File: config.mk
export PLATFORM = sky130hd
export DESIGN_NAME = axi4l_reg_bridge_flat
export DESIGN_NICKNAME = d
export VERILOG_FILES = /design/src/rtl/axi4l_reg_bridge_pkg.sv /design/src/rtl/axi4l_reg_bridge_if.sv /design/src/rtl/axi4l_chan_hold.sv /design/src/rtl/axi4l_reg_bridge.sv /design/src/flat_wrapper.sv
export SDC_FILE = /design/constraint.sdc
export NUM_CORES = 1
export LEC_CHECK = 0
export BUFFER_PORTS_ARGS = -buffer_cell sky130_fd_sc_hd__buf_2
export CORE_ASPECT_RATIO = 1.5
export CORE_MARGIN = 10
export CORE_UTILIZATION = 31
export DETAILED_ROUTE_END_ITERATION = 10
export PLACE_DENSITY = 0.65
export SLEW_MARGIN = 10
export SYNTH_ARGS = -nofsm -noshare
export SYNTH_HDL_FRONTEND = slang
export SYNTH_SLANG_ARGS = --single-unit
File: constraint.sdc
create_clock -name axi4l_aclk -period 2.02 [get_ports axi4l_aclk]
set_clock_uncertainty 0.15 [all_clocks]
set_input_delay 0.202 -clock axi4l_aclk [delete_from_list [all_inputs] [get_ports axi4l_aclk]]
set_output_delay 0.202 -clock axi4l_aclk [all_outputs]
set_load 0.02 [all_outputs]
File: src/rtl/axi4l_reg_bridge_pkg.sv
`default_nettype none
// ============================================================================
//  Module   : axi4l_pkg
//  Purpose  : Shared types for the AXI4-Lite to register-bus bridge.
//             - axi4l_resp_t         : AXI response encoding
//             - axi4l_bridge_state_t : bridge FSM state encoding
//             - axi4l_lane_bits()    : number of byte-lane address bits
//  Revision : 1.0  initial release
// ============================================================================
package axi4l_pkg;

    typedef enum logic [1:0] {
        OKAY   = 2'b00,
        EXOKAY = 2'b01,
        SLVERR = 2'b10,
        DECERR = 2'b11
    } axi4l_resp_t;

    typedef enum logic [2:0] {
        ST_IDLE    = 3'd0,
        ST_WR_REQ  = 3'd1,
        ST_WR_RESP = 3'd2,
        ST_RD_REQ  = 3'd3,
        ST_RD_RESP = 3'd4
    } axi4l_bridge_state_t;

    // Byte-lane bits dropped when turning an AXI byte address into a word address.
    function automatic int axi4l_lane_bits(input int data_width);
        return $clog2(data_width / 8);
    endfunction

endpackage
`default_nettype wire

File: src/rtl/axi4l_reg_bridge_if.sv
`default_nettype none
// ============================================================================
//  Module   : axi4l_if
//  Purpose  : AXI4-Lite bus bundle (AW, W, B, AR, R channels).
//  Ports    : master modport drives addresses/data/valids and B/R readies;
//             slave modport drives A/W readies and the B/R responses.
//  Revision : 1.0  initial release
// ============================================================================
interface axi4l_if #(
    parameter int ADDR_WIDTH = 32,
    parameter int DATA_WIDTH = 32
);
    logic [ADDR_WIDTH-1:0]   awaddr;
    logic                    awvalid;
    logic                    awready;
    logic [DATA_WIDTH-1:0]   wdata;
    logic [DATA_WIDTH/8-1:0] wstrb;
    logic                    wvalid;
    logic                    wready;
    logic [1:0]              bresp;
    logic                    bvalid;
    logic                    bready;
    logic [ADDR_WIDTH-1:0]   araddr;
    logic                    arvalid;
    logic                    arready;
    logic [DATA_WIDTH-1:0]   rdata;
    logic [1:0]              rresp;
    logic                    rvalid;
    logic                    rready;

    modport master (
        output awaddr, awvalid, wdata, wstrb, wvalid, bready, araddr, arvalid, rready,
        input  awready, wready, bresp, bvalid, arready, rdata, rresp, rvalid
    );

    modport slave (
        input  awaddr, awvalid, wdata, wstrb, wvalid, bready, araddr, arvalid, rready,
        output awready, wready, bresp, bvalid, arready, rdata, rresp, rvalid
    );
endinterface
`default_nettype wire

File: src/rtl/axi4l_chan_hold.sv
`default_nettype none
// ============================================================================
//  Module   : axi4l_chan_hold
//  Purpose  : One-entry valid/ready holding register for an AXI channel.
//             Accepts a beat whenever empty; stays full until i_clear.
//  Ports    : axi4l_aclk/axi4l_arstn - clock, synchronous active-low reset
//             i_valid/o_ready/i_data - upstream channel
//             i_clear                - empty the entry (response done)
//             o_full/o_data          - held beat
//  Revision : 1.0  initial release
// ============================================================================
module axi4l_chan_hold #(
    parameter int WIDTH = 32
) (
    input  wire              axi4l_aclk,
    input  wire              axi4l_arstn,
    input  wire              i_valid,
    output logic             o_ready,
    input  wire [WIDTH-1:0]  i_data,
    input  wire              i_clear,
    output logic             o_full,
    output logic [WIDTH-1:0] o_data
);
    logic             r_full;
    logic             r_en;
    logic [WIDTH-1:0] r_data;

    // r_en keeps ready low while reset is asserted, so the channel does not
    // advertise space until the first edge after reset is released.
    always_ff @(posedge axi4l_aclk) begin
        if (!axi4l_arstn) begin
            r_full <= 1'b0;
            r_en   <= 1'b0;
            r_data <= '0;
        end else begin
            r_en <= 1'b1;
            if (i_clear) begin
                r_full <= 1'b0;
            end else if (i_valid && o_ready) begin
                r_full <= 1'b1;
                r_data <= i_data;
            end
        end
    end

    assign o_ready = r_en & ~r_full;
    assign o_full  = r_full;
    assign o_data  = r_data;
endmodule
`default_nettype wire

File: src/rtl/axi4l_reg_bridge.sv
`default_nettype none
// ============================================================================
//  Module   : axi4l_reg_bridge
//  Purpose  : AXI4-Lite slave that serialises reads and writes onto a simple
//             level-request / ack register bus, one access in flight.
//  Ports    : axi4l_aclk, axi4l_arstn (sync, active-low)
//             s            - axi4l_if slave modport (AW/W/B/AR/R)
//             reg_addr     - word address (byte-lane bits dropped)
//             reg_wr_en    - write request (level)
//             reg_rd_en    - read request (level)
//             reg_wdata    - write data
//             reg_wstrb    - byte strobes
//             reg_rdata    - read data, sampled with reg_ack
//             reg_ack      - request done
//             reg_err      - qualifies reg_ack, returns SLVERR
//  Config   : AXI4L_REG_TIMEOUT_EN - when defined, a request without reg_ack
//             for TIMEOUT_CYCLES cycles is dropped and answered with SLVERR.
//  Revision : 1.0  initial release
// ============================================================================
module axi4l_reg_bridge
    import axi4l_pkg::*;
#(
    parameter int ADDR_WIDTH     = 32,
    parameter int DATA_WIDTH     = 32,   // 32 or 64
    parameter int TIMEOUT_CYCLES = 16
) (
    input  wire                                        axi4l_aclk,
    input  wire                                        axi4l_arstn,
    axi4l_if.slave                                     s,
    output logic [ADDR_WIDTH-$clog2(DATA_WIDTH/8)-1:0] reg_addr,
    output logic                                       reg_wr_en,
    output logic                                       reg_rd_en,
    output logic [DATA_WIDTH-1:0]                      reg_wdata,
    output logic [DATA_WIDTH/8-1:0]                    reg_wstrb,
    input  wire  [DATA_WIDTH-1:0]                      reg_rdata,
    input  wire                                        reg_ack,
    input  wire                                        reg_err
);
    localparam int c_lsb = axi4l_lane_bits(DATA_WIDTH);
    localparam int c_aw  = ADDR_WIDTH - c_lsb;
    localparam int c_sw  = DATA_WIDTH / 8;

    axi4l_bridge_state_t r_state;
    axi4l_bridge_state_t w_state_nxt;

    logic                     w_aw_full;
    logic                     w_w_full;
    logic                     w_ar_full;
    logic [c_aw-1:0]          w_aw_addr;
    logic [c_aw-1:0]          w_ar_addr;
    logic [DATA_WIDTH+c_sw-1:0] w_w_beat;
    logic                     w_wr_elig;
    logic                     w_rd_elig;
    logic                     w_wr_done;
    logic                     w_rd_done;
    logic                     w_timeout;

    axi4l_resp_t              r_bresp;
    axi4l_resp_t              r_rresp;
    logic [DATA_WIDTH-1:0]    r_rdata;
    logic                     r_prio_wr;

    // Byte-lane address bits never reach the register bus.
    logic w_unused;
    assign w_unused = &{1'b0, s.awaddr[c_lsb-1:0], s.araddr[c_lsb-1:0]};

    // ------------------------------------------------------------------
    // Channel holding registers. Each empties only on its B/R handshake,
    // which bounds the bridge to one outstanding write and one read.
    // ------------------------------------------------------------------
    axi4l_chan_hold #(.WIDTH(c_aw)) u_aw_hold (
        .axi4l_aclk  (axi4l_aclk),
        .axi4l_arstn (axi4l_arstn),
        .i_valid     (s.awvalid),
        .o_ready     (s.awready),
        .i_data      (s.awaddr[ADDR_WIDTH-1:c_lsb]),
        .i_clear     (w_wr_done),
        .o_full      (w_aw_full),
        .o_data      (w_aw_addr)
    );

    axi4l_chan_hold #(.WIDTH(DATA_WIDTH+c_sw)) u_w_hold (
        .axi4l_aclk  (axi4l_aclk),
        .axi4l_arstn (axi4l_arstn),
        .i_valid     (s.wvalid),
        .o_ready     (s.wready),
        .i_data      ({s.wdata, s.wstrb}),
        .i_clear     (w_wr_done),
        .o_full      (w_w_full),
        .o_data      (w_w_beat)
    );

    axi4l_chan_hold #(.WIDTH(c_aw)) u_ar_hold (
        .axi4l_aclk  (axi4l_aclk),
        .axi4l_arstn (axi4l_arstn),
        .i_valid     (s.arvalid),
        .o_ready     (s.arready),
        .i_data      (s.araddr[ADDR_WIDTH-1:c_lsb]),
        .i_clear     (w_rd_done),
        .o_full      (w_ar_full),
        .o_data      (w_ar_addr)
    );

    assign w_wr_elig = w_aw_full & w_w_full;
    assign w_rd_elig = w_ar_full;

    // ------------------------------------------------------------------
    // Request timeout
    // ------------------------------------------------------------------
`ifdef AXI4L_REG_TIMEOUT_EN
    localparam int c_cw = $clog2(TIMEOUT_CYCLES + 1);
    logic            w_in_req;
    logic [c_cw-1:0] r_tmo_cnt;

    assign w_in_req = (r_state == ST_WR_REQ) || (r_state == ST_RD_REQ);

    // Counts request cycles already completed; the last allowed cycle is
    // the one where the count equals TIMEOUT_CYCLES-1.
    always_ff @(posedge axi4l_aclk) begin
        if (!axi4l_arstn || !w_in_req) begin
            r_tmo_cnt <= '0;
        end else begin
            r_tmo_cnt <= r_tmo_cnt + 1'b1;
        end
    end

    assign w_timeout = w_in_req && !reg_ack &&
                       (r_tmo_cnt == c_cw'(TIMEOUT_CYCLES - 1));
`else
    localparam int c_unused_timeout = TIMEOUT_CYCLES;
    assign w_timeout = 1'b0;
`endif

    // ------------------------------------------------------------------
    // FSM: state register
    // ------------------------------------------------------------------
    always_ff @(posedge axi4l_aclk) begin
        if (!axi4l_arstn) begin
            r_state <= ST_IDLE;
        end else begin
            r_state <= w_state_nxt;
        end
    end

    // ------------------------------------------------------------------
    // FSM: next state
    // ------------------------------------------------------------------
    always_comb begin
        w_state_nxt = r_state;
        case (r_state)
            ST_IDLE: begin
                if (w_wr_elig && (!w_rd_elig || r_prio_wr)) begin
                    w_state_nxt = ST_WR_REQ;
                end else if (w_rd_elig) begin
                    w_state_nxt = ST_RD_REQ;
                end
            end
            ST_WR_REQ: begin
                if (reg_ack || w_timeout) begin
                    w_state_nxt = ST_WR_RESP;
                end
            end
            ST_WR_RESP: begin
                if (s.bready) begin
                    w_state_nxt = ST_IDLE;
                end
            end
            ST_RD_REQ: begin
                if (reg_ack || w_timeout) begin
                    w_state_nxt = ST_RD_RESP;
                end
            end
            ST_RD_RESP: begin
                if (s.rready) begin
                    w_state_nxt = ST_IDLE;
                end
            end
            default: w_state_nxt = ST_IDLE;
        endcase
    end

    // ------------------------------------------------------------------
    // FSM: outputs
    // ------------------------------------------------------------------
    always_comb begin
        reg_wr_en = 1'b0;
        reg_rd_en = 1'b0;
        s.bvalid  = 1'b0;
        s.rvalid  = 1'b0;
        w_wr_done = 1'b0;
        w_rd_done = 1'b0;
        case (r_state)
            ST_WR_REQ:  reg_wr_en = 1'b1;
            ST_RD_REQ:  reg_rd_en = 1'b1;
            ST_WR_RESP: begin
                s.bvalid  = 1'b1;
                w_wr_done = s.bready;
            end
            ST_RD_RESP: begin
                s.rvalid  = 1'b1;
                w_rd_done = s.rready;
            end
            default: ;
        endcase
    end

    // ------------------------------------------------------------------
    // Response capture and arbitration
    // ------------------------------------------------------------------
    always_ff @(posedge axi4l_aclk) begin
        if (!axi4l_arstn) begin
            r_bresp   <= OKAY;
            r_rresp   <= OKAY;
            r_rdata   <= '0;
            r_prio_wr <= 1'b1;
        end else begin
            // Priority flips only when both sides competed, so uncontested
            // traffic does not disturb the alternation.
            if (r_state == ST_IDLE && w_wr_elig && w_rd_elig) begin
                r_prio_wr <= ~r_prio_wr;
            end
            if (r_state == ST_WR_REQ) begin
                if (reg_ack) begin
                    r_bresp <= reg_err ? SLVERR : OKAY;
                end else if (w_timeout) begin
                    r_bresp <= SLVERR;
                end
            end
            if (r_state == ST_RD_REQ) begin
                if (reg_ack) begin
                    r_rresp <= reg_err ? SLVERR : OKAY;
                    r_rdata <= reg_rdata;
                end else if (w_timeout) begin
                    r_rresp <= SLVERR;
                    r_rdata <= '0;
                end
            end
        end
    end

    assign s.bresp = r_bresp;
    assign s.rresp = r_rresp;
    assign s.rdata = r_rdata;

    // Register-bus address follows whichever side currently owns the bus.
    assign reg_addr  = (r_state == ST_RD_REQ) ? w_ar_addr : w_aw_addr;
    assign reg_wdata = w_w_beat[DATA_WIDTH+c_sw-1:c_sw];
    assign reg_wstrb = w_w_beat[c_sw-1:0];

endmodule
`default_nettype wire

File: src/flat_wrapper.sv
// flat-port wrapper written by rule: the top's interface ports become plain ports
module axi4l_reg_bridge_flat import axi4l_pkg::*;
#(
    parameter int ADDR_WIDTH     = 32,
    parameter int DATA_WIDTH     = 32,              
    parameter int TIMEOUT_CYCLES = 16
)
  (axi4l_aclk, axi4l_arstn, reg_addr, reg_wr_en, reg_rd_en, reg_wdata, reg_wstrb, reg_rdata, reg_ack, reg_err, s_awaddr, s_awvalid, s_wdata, s_wstrb, s_wvalid, s_bready, s_araddr, s_arvalid, s_rready, s_awready, s_wready, s_bresp, s_bvalid, s_arready, s_rdata, s_rresp, s_rvalid);
  axi4l_if #(.ADDR_WIDTH(ADDR_WIDTH), .DATA_WIDTH(DATA_WIDTH)) s_i ();
  input  wire axi4l_aclk;
  input  wire axi4l_arstn;
  output logic [ADDR_WIDTH-$clog2(DATA_WIDTH/8)-1:0] reg_addr;
  output logic reg_wr_en;
  output logic reg_rd_en;
  output logic [DATA_WIDTH-1:0] reg_wdata;
  output logic [DATA_WIDTH/8-1:0] reg_wstrb;
  input  wire  [DATA_WIDTH-1:0] reg_rdata;
  input  wire reg_ack;
  input  wire reg_err;
  input wire logic [$bits(s_i.awaddr)-1:0] s_awaddr;
  input wire logic [$bits(s_i.awvalid)-1:0] s_awvalid;
  input wire logic [$bits(s_i.wdata)-1:0] s_wdata;
  input wire logic [$bits(s_i.wstrb)-1:0] s_wstrb;
  input wire logic [$bits(s_i.wvalid)-1:0] s_wvalid;
  input wire logic [$bits(s_i.bready)-1:0] s_bready;
  input wire logic [$bits(s_i.araddr)-1:0] s_araddr;
  input wire logic [$bits(s_i.arvalid)-1:0] s_arvalid;
  input wire logic [$bits(s_i.rready)-1:0] s_rready;
  output wire logic [$bits(s_i.awready)-1:0] s_awready;
  output wire logic [$bits(s_i.wready)-1:0] s_wready;
  output wire logic [$bits(s_i.bresp)-1:0] s_bresp;
  output wire logic [$bits(s_i.bvalid)-1:0] s_bvalid;
  output wire logic [$bits(s_i.arready)-1:0] s_arready;
  output wire logic [$bits(s_i.rdata)-1:0] s_rdata;
  output wire logic [$bits(s_i.rresp)-1:0] s_rresp;
  output wire logic [$bits(s_i.rvalid)-1:0] s_rvalid;
  assign s_i.awaddr = s_awaddr;
  assign s_i.awvalid = s_awvalid;
  assign s_i.wdata = s_wdata;
  assign s_i.wstrb = s_wstrb;
  assign s_i.wvalid = s_wvalid;
  assign s_i.bready = s_bready;
  assign s_i.araddr = s_araddr;
  assign s_i.arvalid = s_arvalid;
  assign s_i.rready = s_rready;
  assign s_awready = s_i.awready;
  assign s_wready = s_i.wready;
  assign s_bresp = s_i.bresp;
  assign s_bvalid = s_i.bvalid;
  assign s_arready = s_i.arready;
  assign s_rdata = s_i.rdata;
  assign s_rresp = s_i.rresp;
  assign s_rvalid = s_i.rvalid;
  axi4l_reg_bridge #(.ADDR_WIDTH(ADDR_WIDTH), .DATA_WIDTH(DATA_WIDTH), .TIMEOUT_CYCLES(TIMEOUT_CYCLES)) u_core (.axi4l_aclk(axi4l_aclk), .axi4l_arstn(axi4l_arstn), .s(s_i), .reg_addr(reg_addr), .reg_wr_en(reg_wr_en), .reg_rd_en(reg_rd_en), .reg_wdata(reg_wdata), .reg_wstrb(reg_wstrb), .reg_rdata(reg_rdata), .reg_ack(reg_ack), .reg_err(reg_err));
endmodule
==> metrics, run 1 <==
outcome finished, violations left; failing checks negative setup slack; DRT antenna net count 0; Max VDD drop 0.0005022 V; IO buf count 243; Ys Warns 0; htree depth 4; Synth top area share 47.67%; DRC Markers 0; sequential area share after synthesis 47.67%; cell area power density 849.3 nW/um2; RSZ-0062 raised after global routing yes; worst path required time 1.67 ns; die extent in y 187.5 um; Setup WS post-layout -0.02104 ns; worst flop-to-flop path startpoint u_core.r_state[0]$_SDFFE_PN0P_; synthesized area per cell 8.781 um2; layout net count 1,160; final setup violation count 7; Yosys reg bits 138; Std-Cell Core Area 18,470 um2; layout cells sized above 1 31.20%; Worst Setup SP u_core.r_state[1]$_SDFFE_PN0P_; cts bufs inserted 17; GR Overflow Total 0; worst hold path class input pin to register; combinational family with the most area after synthesis multiplexers; WL final 19,600 um; initial drt markers 249; placed cell count 1,116; Clock Latency Late Sink 0.42 ns; Post-Synth XOR/XNOR Area 0%; HP Start s_bready; CP cell instances nand3b_1 -> buf_12 -> mux2_2 -> buf_2; drt wl/cell 15.24 um; Yosys cell types 33; antenna violations before repair 2; largest cells by area after synthesis dfxtp_1 48%, nand2_1 17%, mux2i_1 17%; Crit. End Element output port; postcts setup bufs 0; Post-Synth Simple-Gate Area 20.14%; Final Cycle Share 101.0%; worst hold slack 0.02792 ns; Max Root-Sink Buffers 2; gr usage total 15.82%; vias per cell 4.467; die width 131.6 um; non-filler cells in the finished layout 1,286; CTS tree done; full die area 24,680 um2; most frequent cells in the layout 263 x nand2_1, 233 x buf_2, 137 x dfxtp_1; post-synthesis mux area share 22.41%; worst-path maximum fanout 31; Post-Syn Area 5796 um2; Mapped Cells 660; commonest non-fill, non-tap cell in the layout nand2_1; Initial Util 31.38%; clock sinks 138; I/O pin count 250; Final Slew Violations 0; hpwl dp 12,370 um; DP Worst Slack 0.3829 ns; largest net degree at the start of global routing 112; Clock transition at path regs 0.06 ns; Synth Area in Compound Gates 4.620%; final hold vios 0; CP max stage cell mux2_2; leakage dissipation 4.171 nW; Root Driver clkbuf_16; vias 5,745; synthesized-area fraction occupied by adder cells 0%; kind of critical path register to output port; site row count 61; max_cap viols 0; first-pass GRT wire length 31,800 um; CP bufs+invs 2; First-pass DRT Iterations 5; post-synth top area cell dfxtp_1; synth-to-layout area growth 59.37%; Final Critical Period 2.041 ns; crit-path leading delay family buffers and inverters; CP max stage delay 0.38 ns; CP Launch Type register; max frequency 489.9 MHz; GPL Wtd Cong 0.7726; vias in the first global route 6,140; arrival time worst endpoint 1.69 ns
==> flip-flops by register name, indices dropped and copies added, names as in the netlist <==
| signal | flops |
|---|---|
| u_core.r_prio_wr | 1 |
| u_core.r_state | 3 |
| u_core.s.bresp | 1 |
| u_core.s.rdata | 32 |
| u_core.s.rresp | 1 |
| u_core.u_ar_hold.o_data | 30 |
| u_core.u_ar_hold.o_full | 1 |
| u_core.u_aw_hold.o_data | 30 |
| u_core.u_aw_hold.o_full | 1 |
| u_core.u_aw_hold.r_en | 1 |
| u_core.u_w_hold.o_data | 36 |
| u_core.u_w_hold.o_full | 1 |
==> cells by family (layout without fill, tap and decap cells) <==
kind of cell,count (synthesis),count (layout)
simple gates,290,290
flops,138,138
mux,126,126
buf+inv,56,427
compound gates,49,49
other cells,1,4
==> final timing paths <==
path / end / slack [ns] / cells past startpoint
worst max-delay path: reg_addr[7] / -0.02 / 4
worst min-delay path: u_core.r_state[1]$_SDFFE_PN0P_ / 0.03 / 4
worst max register to register: u_core.u_ar_hold.o_full$_SDFFE_PP0P_ / 0.19 / 5
worst min register to register: u_core.s.rdata[13]$_SDFFE_PN0P_ / 0.30 / 2
==> per-layer routing <==
metal | routed length (um) | vias up | GRT usage [%]
met5 | 0 | - | 0
met4 | 563 | 0 | 7.768
met3 | 1292 | 40 | 5.699
met2 | 10140 | 200 | 28.20
met1 | 7599 | 2629 | 15.92
li1 | - | 2876 | -
==> through the flow <==
step | total power, mW | utilization [%] | setup TNS (ns) | area, um2
floorplan | 3.961 | - | 0 | 5799
global placement | 4.420 | 39.16 | 0 | 7233
detailed placement | 4.438 | 39.16 | 0 | 7233
CTS | 7.934 | 49.97 | -0.8826 | 9229
global route | 8.234 | 50.01 | -2.165 | 9236
finish | 7.844 | 50.01 | -0.06051 | 9236
==> cell usage after synthesis <==
library cell and count:
and4b_1 1, a211oi_1 1, nand2b_1 2, nand4_1 1, nor2b_1 3, nor2_1 5, buf_2 11, nand3_1 2
clkbuf_1 26, a21oi_1 40, mux2i_1 96, or3_1 2, conb_1 1, nor4bb_4 1, nand4b_1 1, nand3b_1 2
nor3b_1 1, o31ai_1 1, buf_4 11, o2111ai_1 1, buf_6 4, mux2_2 30, nand2_1 263, o311a_1 1
and2_1 2, clkinv_1 1, o311ai_0 1, dfxtp_1 138, inv_1 3, and2b_1 1, a221o_1 1, nor3_1 3
o21ai_0 3
==> final cells by class <==
class / count / area, um2
fill: 1678 / 9234
timing repair buffer: 391 / 2771
sequential: 138 / 2764
multi-input combinational: 467 / 2753
clock buffer: 20 / 466.7
tap: 252 / 315.3
clock inverter: 12 / 146.4
inverter: 4 / 15.01
antenna: 2 / 5.005
==> repair_timing <==
| item | CTS | global route |
|---|---|---|
| gates resized for setup | 9 | 1 |
| hold endpoints to repair | 135 | 0 |
| hold buffers | 136 | 0 |
| endpoints found under the setup margin | 30 | 30 |
==> worst register-to-register path, cell delays in order (launching register included) <==
cell,delay (ns)
dfxtp_1,0.33
buf_4,0.21
nor2_1,0.08
and2_1,0.18
a211oi_1,0.24
dlygate4sd3_1,0.58
==> where the power goes <==
| part | total (mW) | internal (mW) | switching (mW) |
|---|---|---|---|
| Sequential | 3.02 | 2.91 | 0.104 |
| Clock | 3.23 | 2.03 | 1.20 |
| Combinational | 1.60 | 0.744 | 0.853 |
No activity file was read; power rests on OpenSTA's default activity.
==> run 2, diff against run 1 <==
- CAP_MARGIN: unset -> 15
- CORE_MARGIN: 10 -> 1.5
- RECOVER_POWER: unset -> 50
==> run 2 against run 1 <==
The run still ends with negative setup slack left. Fmax up 0.56%. Clock power grew 15%. Final cell count rose by 0.70%. Sequential share of layout area is 0.85 points lower. Via count up 1.7%. Total power grew 7.5%. Global-route usage up 1.5 points. Non-clock buffer count rose by 10. Register-to-register slack gained 0.05 ns. Count of clock-buffer cells in the layout grew 1. Largest cell class unchanged.
==> metrics, run 2 (synthesis results as in run 1) <==
outcome finished, violations left; failing checks negative setup slack; GR Overflow Total 0; worst flop-to-flop path startpoint u_core.r_state[2]$_SDFFE_PN0P_; layout cells sized above 1 24.66%; final hold vios 0; die width 114.6 um; IO buf count 243; Fill cells 1,639; worst-path maximum fanout 8; DP Worst Slack 0.2776 ns; max frequency 492.7 MHz; Sw Share 25.95%; Final Cycle Share 100.5%; I/O pin count 250; WL final 18,210 um; footprint of the multi-input gates 2798 um2; worst path required time 1.67 ns; worst hold path class register to register; leakage dissipation 4.033 nW; Reg power frac 35.8%; non-filler cells in the finished layout 1,295; Largest register FFs 36; Int Power 6.244 mW; design area 9508 um2; commonest non-fill, non-tap cell in the layout nand2_1; antenna violations before repair 1; Switch Pwr 2.188 mW; most frequent cells in the layout 263 x nand2_1, 149 x buf_2, 139 x dlygate4sd3_1; vias in the first global route 5,787; drt wl/cell 14.06 um; Root Driver clkbuf_16; Worst Setup SP u_core.r_state[2]$_SDFFE_PN0P_; Reg area 2764 um2; die extent in y 170.5 um; Post-Route Utilization 51.69%; synth-to-layout area growth 64.05%; Final Critical Period 2.030 ns; Max VDD drop 0.0004573 V; gr usage total 17.37%; cts bufs inserted 17; CP Launch Type register; site row count 61; placed cell count 1,119; vias per cell 4.514; GPL Wtd Cong 0.7575; Slew @ Worst Pin 0.6564 ns; largest net degree at the start of global routing 109; vias 5,845; htree depth 4; clock share of power 43.9%; DRT antenna net count 0; CTS tree done; RSZ-0062 raised after global routing yes; Setup WS post-layout -0.009695 ns; worst hold slack 0.3038 ns; Clock transition at path regs 0.06 ns; layout net count 1,170; First-pass DRT Iterations 4; initial drt markers 172; Crit. End Element output port; Initial Util 31.51%; final setup violation count 7; Max Root-Sink Buffers 2; Placed Area 7243 um2; Gate power share 20.3%; full die area 19,540 um2; Clock Latency Late Sink 0.42 ns; Std-Cell Core Area 18,390 um2; first-pass GRT wire length 26,670 um; HP Start u_core.s.rdata[25]$_SDFFE_PN0P_; Slew headroom 56.24%; clock sinks 138; hpwl dp 10,170 um; max_cap viols 0; arrival time worst endpoint 1.68 ns; Final Slew Violations 0; kind of critical path register to output port; DRC Markers 0; cell area power density 886.9 nW/um2
## run 2: stage by stage
| step | power [mW] | setup TNS (ns) |
|---|---|---|
| 4_1_cts | 8.396 | -0.6061 |
| 5_1_grt | 8.763 | -1.009 |
| 3_5_place_dp | 4.427 | 0 |
| 3_3_place_gp | 4.409 | 0 |
| 2_1_floorplan | 3.961 | 0 |
| 6_report | 8.432 | -0.03288 |
## run 2: cell type report
class | count | area share, %
clock inverter | 11 | 2.527
inverter | 4 | 0.1579
tap | 252 | 3.316
timing repair buffer | 401 | 30.64
sequential | 138 | 29.07
multi-input combinational | 467 | 29.42
clock buffer | 21 | 4.843
antenna | 1 | 0.02632
## run 2: per-layer routing
metal	vias up	global-route usage (%)	part of all wire (%)	wire, um
met4	0	10.33	4.1	743
li1	2896	-	-	-
met3	57	4.594	5.3	972
met2	208	32.34	52	9477
met5	-	0	0	0
met1	2684	16.89	39	7016
## run 2: repair_timing
| action | 4_1_cts | 5_1_grt |
|---|---|---|
| gates cloned | 0 | 3 |
| hold buffers | 139 | 0 |
| setup endpoints to repair | 30 | 30 |
| hold endpoints to repair | 138 | 0 |
| buffers inserted | 0 | 1 |
| resized for setup | 8 | 53 |
## run 2: critical path: stages (launching register included)
cell	delay, ns
dfxtp_2	0.31
nand3b_1	0.16
buf_6	0.15
clkbuf_16	0.18
mux2_4	0.31
buf_6	0.14
## run 2: worst paths after layout
check / end / slack, ns / depth (start not counted)
max reg2reg: u_core.s.rdata[1]$_SDFFE_PN0P_ / 0.24 / 5
max: reg_addr[6] / -0.01 / 5
min reg2reg: u_core.s.rdata[25]$_SDFFE_PN0P_ / 0.30 / 2
min: u_core.s.rdata[25]$_SDFFE_PN0P_ / 0.30 / 2
## run 2: power by group through the flow
stage | combinational [mW] | clock [mW] | sequential (mW)
2_1_floorplan | 0.806 | 0 | 3.16
3_3_place_gp | 1.35 | 0 | 3.06
3_5_place_dp | 1.36 | 0 | 3.06
4_1_cts | 1.59 | 3.80 | 3.01
5_1_grt | 1.84 | 3.89 | 3.03
6_report | 1.72 | 3.70 | 3.02
==> run 3, diff against run 2 <==
- CORE_UTILIZATION: 31 -> 48
- PLACE_DENSITY: 0.65 -> 0.9
==> run 3 against run 2 <==
The flow still finishes with violations (negative setup slack). Final cell count shrank 7.8%. Register-to-register slack lost 0.18 ns. Total power shrank 5.1%. Clock power shrank 14%. Count of clock-buffer cells in the layout shrank 3. Flip-flop and latch count is the same.
==> metrics, run 3 (synthesis results as in run 1) <==
leakage dissipation 3.972 nW; site row count 49; failing checks negative setup slack; full die area 12,760 um2; drt wl/cell 18.37 um; gr usage total 31.90%; DRT antenna net count 0; Final Slew Violations 0; most frequent cells in the layout 263 x nand2_1, 143 x buf_2, 136 x dfxtp_1; CP cell instances nand3b_1 -> buf_6 -> clkbuf_16 -> mux2_2 -> buf_6; GR Overflow Total 0; CP most frequent cell buf_6; vias per cell 5.363; Final Critical Period 2.059 ns; Clock transition at path regs 0.06 ns; Reg area 2768 um2; Sw Share 29.65%; worst path required time 1.67 ns; initial drt markers 334; Max Root-Sink Buffers 2; final setup violation count 30; clock sinks 138; kind of critical path register to output port; die extent in y 137.6 um; vias 6,404; Std-Cell Core Area 11,890 um2; Setup WS post-layout -0.03878 ns; Int Power 5.631 mW; Crit. End Element output port; GRT met2 Usage 60.78%; largest net degree at the start of global routing 63; Slew @ Worst Pin 0.8283 ns; routing usage on met3 7.395%; gr busiest metal met2; worst hold slack 0.06368 ns; Slew headroom 44.78%; CP Launch Type register; layout cells sized above 1 25.12%; worst-path maximum fanout 7; CP max stage cell dfxtp_4; GPL Wtd Cong 0.8128; antenna violations before repair 2; Largest register FFs 36; outcome finished, violations left; Initial Util 48.73%; CP bufs+invs 3; R2R depth 5; worst reg2reg setup slack 0.06 ns; CP max stage delay 0.35 ns; synth-to-layout area growth 59.89%; Switch Pwr 2.374 mW; die width 92.72 um; WL final 21,930 um; Gate power share 22.3%; Clock Latency Late Sink 0.41 ns; first-pass GRT wire length 31,190 um; vias in the first global route 6,491; layout net count 1,167; max_cap viols 0; cts bufs inserted 17; cell area power density 863.8 nW/um2; hpwl dp 10,010 um; Min-Delay Path Depth 4; Reg power frac 37.9%; RSZ-0062 raised after global routing yes; met1 Use GR 29.08%; Post-Route Utilization 77.91%; arrival time worst endpoint 1.71 ns; Root Driver clkbuf_16; worst hold path class input pin to register; CTS tree done; I/O pin count 250; DRC Markers 0; final hold vios 0; clock share of power 39.8%; IO buf count 243; commonest non-fill, non-tap cell in the layout nand2_1; Crit path depth 5; Fill cells 714; setup TNS -0.5578 ns; footprint of the multi-input gates 2760 um2; Max VDD drop 0.0005625 V; htree depth 4; First-pass DRT Iterations 7; crit-path leading delay family buffers and inverters; max frequency 485.7 MHz; Final Cycle Share 101.9%
[run 3: changes by cell type in the layout (fill, tap and decap cells not counted), moves of 2 or more]
cell / before / now
buf_6: 20 / 30
inv_8: 0 / 2
dlygate4sd3_1: 139 / 134
mux2_2: 18 / 24
clkinv_2: 1 / 3
clkbuf_1: 72 / 70
clkinv_4: 2 / 0
buf_2: 149 / 143
bufinv_16: 7 / 2
mux2_4: 12 / 6
inv_6: 0 / 6
[run 3: final cells by class]
type	instances	share of cell area, %
multi-input combinational	467	29.79
timing repair buffer	398	31.62
inverter	4	0.1620
antenna	2	0.05401
clock inverter	14	1.701
clock buffer	18	4.739
sequential	138	29.87
tap	153	2.066
[run 3: power by group through the flow]
stage | registers [mW] | clock network, mW | logic [mW]
after floorplan | 3.16 | 0 | 0.806
after global placement | 3.06 | 0 | 1.31
after detailed placement | 3.07 | 0 | 1.34
after CTS | 3.02 | 3.20 | 1.59
after global routing | 3.05 | 3.33 | 1.88
final | 3.04 | 3.18 | 1.78
[run 3: worst paths after layout]
path | start | to
setup / recovery | u_core.r_state[1]$_SDFFE_PN0P_ | reg_addr[23]
hold / removal | s_bready | u_core.r_state[1]$_SDFFE_PN0P_
setup reg to reg | u_core.r_state[0]$_SDFFE_PN0P_ | u_core.u_w_hold.o_data[27]$_SDFFE_PN0P_
hold reg to reg | u_core.u_w_hold.o_data[15]$_SDFFE_PN0P_ | u_core.u_w_hold.o_data[15]$_SDFFE_PN0P_
[run 3: tightest hold or removal path, cell delays in order]
cell	delay, ns
buf_2	0.11
inv_1	0.07
o2111ai_1	0.09
o21ai_0	0.10
[run 3: metrics by stage]
step	setup slack [ns]	power (mW)	cells	cell area [um2]
floorplan	0.2609	3.961	661	5799
finish	-0.03878	8.004	1194	9266
detailed placement	0.2892	4.407	1020	7116
global placement	0.3480	4.372	1020	7116
CTS	-0.02323	7.801	1189	9105
global route	-0.07724	8.260	1194	9266
[run 3: metal layers]
layer / routed length [um] / part of all wire (%)
met4: 1416 / 6.5
met1: 7428 / 34
met3: 1370 / 6.2
met5: 0 / 0
met2: 11710 / 53
[run 3: timing repair]
action	in CTS	in global routing
resized for setup	5	67
hold endpoints to repair	135	0
cloned	1	2
hold buffers	134	0
pin swaps	0	1
buffers inserted	2	1
endpoints found under the setup margin	30	31
